==> src/rtl/rom_burst_reader.sv <==
// rom_burst_reader: fixed lookup table with a burst read engine.
// Streams consecutive words over valid/ready, wrapping modulo DEPTH.
module rom_burst_reader #(
   parameter int DATA_W = 16,
   parameter int ADDR_W = 3
) (
   input  logic              clk,
   input  logic              rst_n,
   input  logic              start,
   input  logic [ADDR_W-1:0] start_addr,
   input  logic [ADDR_W:0]   burst_len,
   input  logic              abort,
   output logic [DATA_W-1:0] out_data,
   output logic [ADDR_W-1:0] out_addr,
   output logic              out_valid,
   input  logic              out_ready,
   output logic              out_last,
   output logic              busy,
   output logic              done,
   output logic              err
);

   localparam int DEPTH = 1 << ADDR_W;
   localparam logic [ADDR_W:0] DEPTH_L = (ADDR_W+1)'(DEPTH);
   localparam logic [ADDR_W:0] ONE_L   = (ADDR_W+1)'(1);
   localparam logic [ADDR_W:0] TWO_L   = (ADDR_W+1)'(2);

   typedef enum logic [1:0] {
      IDLE   = 2'd0,
      STREAM = 2'd1,
      DONE   = 2'd2
   } state_t;

   state_t              state_q;
   logic [ADDR_W-1:0]   addr_q;
   logic [ADDR_W-1:0]   addr_d;
   logic [DATA_W-1:0]   data_q;
   logic [DATA_W-1:0]   data_d;
   logic [DATA_W-1:0]   start_data;
   logic [ADDR_W:0]     rem_q;
   logic                valid_q;
   logic                last_q;
   logic                done_q;
   logic                err_q;
   logic                hs;
   logic                len_ok;

   // Table lookup: base pattern repeats every 8 words, resized to DATA_W
   function automatic logic [DATA_W-1:0] rom_word(
      input logic [ADDR_W-1:0] a
   );
      logic [2:0]  idx;
      logic [15:0] t;
      idx = 3'(a);
      case (idx)
         3'd0:    t = 16'hAAAA;
         3'd1:    t = 16'hABCD;
         3'd2:    t = 16'h9999;
         3'd3:    t = 16'h2121;
         3'd4:    t = 16'h8585;
         3'd5:    t = 16'h4258;
         3'd6:    t = 16'h7B4E;
         default: t = 16'h9A2B;
      endcase
      return DATA_W'(t);
   endfunction

   // Next word to present after a handshake, and the first word of a burst
   always_comb begin
      addr_d     = addr_q + ADDR_W'(1);
      data_d     = rom_word(addr_d);
      start_data = rom_word(start_addr);
      hs         = valid_q & out_ready;
      len_ok     = (burst_len != '0) && (burst_len <= DEPTH_L);
   end

   // Burst control FSM with registered outputs
   always_ff @(posedge clk or negedge rst_n) begin
      if (!rst_n) begin
         state_q <= IDLE;
         addr_q  <= '0;
         data_q  <= '0;
         rem_q   <= '0;
         valid_q <= 1'b0;
         last_q  <= 1'b0;
         done_q  <= 1'b0;
         err_q   <= 1'b0;
      end else begin
         done_q <= 1'b0;
         err_q  <= 1'b0;
         case (state_q)
            IDLE: begin
               if (start) begin
                  if (len_ok) begin
                     state_q <= STREAM;
                     addr_q  <= start_addr;
                     data_q  <= start_data;
                     rem_q   <= burst_len;
                     valid_q <= 1'b1;
                     last_q  <= (burst_len == ONE_L);
                  end else begin
                     err_q <= 1'b1;
                  end
               end
            end
            STREAM: begin
               if (abort) begin
                  state_q <= IDLE;
                  valid_q <= 1'b0;
                  last_q  <= 1'b0;
               end else if (hs) begin
                  if (rem_q == ONE_L) begin
                     state_q <= DONE;
                     valid_q <= 1'b0;
                     last_q  <= 1'b0;
                     done_q  <= 1'b1;
                  end else begin
                     addr_q <= addr_d;
                     data_q <= data_d;
                     rem_q  <= rem_q - ONE_L;
                     last_q <= (rem_q == TWO_L);
                  end
               end
            end
            DONE: begin
               state_q <= IDLE;
            end
            default: begin
               state_q <= IDLE;
               valid_q <= 1'b0;
               last_q  <= 1'b0;
            end
         endcase
      end
   end

   assign out_data  = data_q;
   assign out_addr  = addr_q;
   assign out_valid = valid_q;
   assign out_last  = last_q;
   assign busy      = (state_q != IDLE);
   assign done      = done_q;
   assign err       = err_q;

endmodule

==> config.mk <==
export PLATFORM = sky130hd
export DESIGN_NAME = rom_burst_reader
export DESIGN_NICKNAME = d
export VERILOG_FILES = /design/src/rtl/rom_burst_reader.sv
export SDC_FILE = /design/constraint.sdc
export NUM_CORES = 1
export LEC_CHECK = 0
export BUFFER_PORTS_ARGS = -buffer_cell sky130_fd_sc_hd__buf_2
export CORE_MARGIN = 3
export CORE_UTILIZATION = 35
export DETAILED_ROUTE_END_ITERATION = 16
export MAX_ROUTING_LAYER = met4
export PLACE_DENSITY = 0.51
export SETUP_SLACK_MARGIN = 0.2
export SLEW_MARGIN = 20
export SYNTH_ARGS = -nofsm -noshare
export SYNTH_HDL_FRONTEND = slang
export SYNTH_SLANG_ARGS = --single-unit
export TNS_END_PERCENT = 20
==> constraint.sdc <==
create_clock -name clk -period 5.1 [get_ports clk]
set_clock_uncertainty 0.15 [all_clocks]
set_input_delay 1.02 -clock clk [delete_from_list [all_inputs] [get_ports clk]]
set_output_delay 1.02 -clock clk [all_outputs]
set_load 0.01 [all_outputs]
### After elaboration in Yosys (flattened, before gate mapping)

Index checks and enable logic that the tools add are counted.

* flip-flop bits (word level): 29
* latch bits: 0
* memory bits (writable): 0
* memory bits (read-only): 0
* output and inout port bits: 24
* word-level logic and storage cells: 93
* memories: 0

* $add $sub $neg: 2
* multipliers: 0
* divide/modulo/power cells: 0
* order comparisons: 1
* eq/ne operators: 24
* shift-type cells: 0
* multiplexer cells: 45
* bitwise operators: 2
* reduce and logical (&&, ||, !) cells: 11

Operators with widths (count)
* case mux 16 bit (7 select lines): 2
* two-way mux 16 bit: 5
* case mux 16 bit (2 select lines): 1
* two-way mux 4 bit: 5
* == test 3 bit, second input constant: 6
* two-way mux 1 bit: 17
* two-way mux 3 bit: 5
* == test 3 x 2 -> 1 bit, second input constant: 4
* two-way mux 2 bit: 5
* inequality test 2 bit, second input constant: 5
* == test 4 x 1 -> 1 bit, second input constant: 2
* case mux 4 bit (2 select lines): 1
* AND reduction 4 bit: 2
* == test 3 x 1 -> 1 bit, second input constant: 2
* zero test 3 bit: 2
* inequality test 3 bit, second input constant: 2
* case mux 1 bit (3 select lines): 2
* case mux 3 bit (2 select lines): 1
* AND reduction 6 bit: 1
* AND reduction 5 bit: 1
* == test 4 x 2 -> 1 bit, second input constant: 1
* less-or-equal comparator 4 bit, second input constant: 1
* case mux 2 bit (2 select lines): 1
* nonzero test 2 bit: 2
* 9 further kinds: 9

### Logic depth before layout (Yosys ltp)

* depth after elaboration: 7
* gate-level depth with buffers: 7
* depth with buffers taken out: 6

### Worst setup path after synthesis

Ideal clock, no wire load.

* path kind: in2reg
* start point: in burst_len[2]
* end point: reg data_q[12] (netlist: out_data[12])
* data arrival time: 2242 ps
* data required time: 4825 ps
* setup slack: 2583 ps
* stages on the path: 5
* path through: o31a_1 > nor3_4 > o21ba_4 > buf_8 > mux2_4

* word-level cells in the longest chain between the ends: 4
* elaborated cells on any way between the ends: 5
* classes of those cells: order compare: 1; eq/ne: 1; reduce/logical: 3

Ends and longest elaborated chain
* start, declared: RTL line 11 `input logic [ADDR_W:0] burst_len,`
* less-or-equal comparator 4 bit or nonzero test 4 bit (tied branches): RTL line 74 `len_ok = (burst_len != '0) && (burst_len <= DEPTH_L);`
* logical AND 1 bit (*): RTL line 74
* inequality test 2 bit (no source line) (*)
* AND reduction 6 bit (no source line) (*)
* end signal, assigned: RTL line 97 `data_q <= start_data;`
* end signal, assigned: RTL line 119 `data_q <= data_d;`
* end, declared: RTL line 37 `logic [DATA_W-1:0] data_q;`

Mark *: on every way between the ends. The rest lies on a longest branch, timed or not.
A chain may end at the register's enable or synchronous reset.

### Final worst setup path

* start point: in burst_len[2]
* end point: reg data_q[0] (netlist: out_data[0])

The elaborated chain is that of the path after synthesis.

==> reports/results.tsv <==
metric	value	unit
status	complete, no violations	
powerDensity	520	nW/um^2
mostFrequentLayoutCell	sky130_fd_sc_hd__buf_2	
synth_area_per_cell	9.65	um^2
crit_path_max_incr_delay	490	ps
drv_slew	0	
nNetsFinal	261	
initial_core_util	36.7	%
antenna_cells_inserted	0	
setup.worst_path.start_class	input port	
finalWorstPathRequiredPeriod	2650	ps
worst-setup-path-type	input port to register	
drt_first_iter_violations	99	
viasPerCell	5.16	
cts_root_buf	sky130_fd_sc_hd__clkbuf_8	
cts_made_buffers	5	
grt_setup_unrepaired	no	
synth-async-reset-ratio	100	%
syn_to_final_growth	13.3	%
die-area	6800	um^2
power.share.clock	15.9	%
number_of_setup_violations_in_the_final_report	0	
count_of_warnings_emitted_by_yosys	0	
grt_remaining_overflow	0	
net-switching-power	488	uW
gp_routability_congestion	0.797	
clock_pin_slew_on_the_worst_setup_and_hold_paths	60	ps
swShare	40.6	%
fin_cells	312	
postLayoutSetupSlackWorst	2450	ps
synth_nets	233	
drv.max_cap_violation_count	0	
cts_post_setup_buffers_inserted	0	
clock_tree_from_tritoncts	done	
power.share.combinational	50.5	%
fin_setup_tns	0	ps
worstPathArrival	2660	ps
crit_path_end_kind	register	
detail_route.drc_violations	0	
grt_max_degree	30	
cts.sink_count	29	
dp_hpwl	3280	um
final_worst_path_period_share	52.0	%
grt_first_pass_wirelength	7580	um
post_cts_resized	0	
synth-seq-cells	29	
cp.required	5110	ps
crit_slowest_cell	sky130_fd_sc_hd__o21ba_4	
overall_die_width	82.5	um
power.sequential.fraction	33.6	%
cp_cell_sequence	buf_2 -> o31a_1 -> nor3_4 -> o21ba_4 -> mux2_1	
final_cell_mix	sky130_fd_sc_hd__buf_2, sky130_fd_sc_hd__dfrtp_1, sky130_fd_sc_hd__a21oi_1, sky130_fd_sc_hd__nor2_1, sky130_fd_sc_hd__mux2_4	
core-area	5570	um^2
gr-usage-all-layers	15.3	%
synth_seq_area_share	35.5	%
max-clock-path-buffers	2	
vias	1609	
min-delay-path-class	register to register	
detail_route.wl_per_cell	14.8	um
timing.final.hold_violations	0	
synth-edff-count	0	
final_wl	4610	um
post_synth_inst_count	212	
worst_path_max_fanout	22	
drt_pre_antenna_iters	4	
syn-cell-area	2050	um^2
leakage	0.00108	uW
regToRegSetupSlack	2760	ps
intPower	716	uW
design.portCount	36	
place.detailed.instances	305	
pre_cts_ws	2170	ps
die_h	82.5	um
synthDistinctLibCells	47	
vdd_ir_drop_max	0.000210	V
cts-hold-fix-buffers	0	
grt_antenna_before_repair	0	
worst_skew_pair.late_latency	280	ps
htreeDepth	2	
worst_pin_slew	814	ps
floorplan.rows	27	
final_antenna_net_count	0	
io_buffers	35	
worst_slew_margin_rel	45.7	%
first_global_vias	1489	
predominant_post_synthesis_flop_cell	sky130_fd_sc_hd__dfrtp_1	
max_clock_freq	377	MHz
drive_above_1_share	25.4	%
==> flip-flops by register name (all words and copies together), names as in the netlist <==
signal     flops
done           1
err            1
out_addr       3
out_data      16
out_last       1
out_valid      1
rem_q          4
state_q        2
==> metal layers <==
metal	vias up	wire length, um	share of wire, %	track usage [%]
li1	827	-	-	-
met1	746	2400	52	21.6
met2	30	1970	43	21.4
met3	6	181	3.9	3.58
met4	0	57	1.2	4.98
met5	-	0	0	-
==> worst paths after layout <==
kind | from | endpoint | depth (start not counted)
setup / recovery | burst_len[2] | out_data[0] | 5
max in group asynchronous | rst_n | done | 1
setup reg to reg | out_addr[0] | out_data[1] | 6
min in group asynchronous | rst_n | out_data[5] | 1
hold / removal | out_data[1] | out_data[1] | 1
hold reg to reg | out_data[1] | out_data[1] | 1
==> Yosys cell counts (2+ instances only) <==
cell type	count	area [um^2]
sky130_fd_sc_hd__dfrtp_1	29	726
sky130_fd_sc_hd__a21oi_1	25	125
sky130_fd_sc_hd__nor2_1	17	63.8
sky130_fd_sc_hd__mux2_4	13	195
sky130_fd_sc_hd__o21ai_0	12	60.1
sky130_fd_sc_hd__mux2i_1	11	110
sky130_fd_sc_hd__clkbuf_1	10	37.5
sky130_fd_sc_hd__inv_1	10	37.5
sky130_fd_sc_hd__ha_1	9	113
sky130_fd_sc_hd__nand2_1	7	26.3
sky130_fd_sc_hd__nand2b_1	6	37.5
sky130_fd_sc_hd__nor2b_1	6	37.5
sky130_fd_sc_hd__nor3_1	5	25.0
sky130_fd_sc_hd__a31oi_1	4	25.0
sky130_fd_sc_hd__a211oi_1	3	22.5
sky130_fd_sc_hd__a22o_1	3	26.3
sky130_fd_sc_hd__buf_2	3	15.0
sky130_fd_sc_hd__or3_1	3	18.8
sky130_fd_sc_hd__a2bb2oi_1	2	17.5
sky130_fd_sc_hd__and3_1	2	12.5
sky130_fd_sc_hd__mux2_1	2	22.5
sky130_fd_sc_hd__nand3_1	2	10.0
sky130_fd_sc_hd__o22ai_1	2	12.5
sky130_fd_sc_hd__o31ai_1	2	15.0
sky130_fd_sc_hd__xor2_1	2	17.5
==> worst max-delay path: cells and delay by family <==
kind,cells,cell delay [ps]
compound gates,2,850
buf+inv,1,140
mux,1,370
simple gates,1,280
==> area by class of cell <==
class | instances | area [um^2]
repair buffers | 36 | 183
flip-flops and latches | 29 | 726
fillers | 556 | 3260
clock buffers | 7 | 86.3
multi-input cells | 158 | 1190
inverters | 10 | 37.5
well taps | 72 | 90.1
==> per-stage QoR <==
step	hold WS, ps	total power, uW	util, %	instance area, um^2
after CTS	342	1220	41.6	2320
final	333	1200	41.6	2320
after global routing	369	1310	41.6	2320
after global placement	322	1020	40.0	2230
after floorplan	339	840	-	2050
after detailed placement	325	1020	40.0	2230
==> logic make-up (layout without fill, tap and decap cells) <==
family,count (synthesis),count (layout),share of synthesized area [%]
compound gates,63,63,20.4
simple gates,58,58,15.6
flops,29,29,35.5
mux,26,26,16.0
buf+inv,25,53,6.12
fa+ha+maj,9,9,5.50
xor+xnor,2,2,0.856
==> power groups by stage <==
stage                     Clock, uW  Combinational, uW  Sequential, uW
after global routing            212                681             420
after global placement            0                611             408
after CTS                       199                614             406
after detailed placement          0                610             409
after floorplan                   0                410             430
final                           192                608             404
Note: power is estimated with default switching activity, not from simulation.
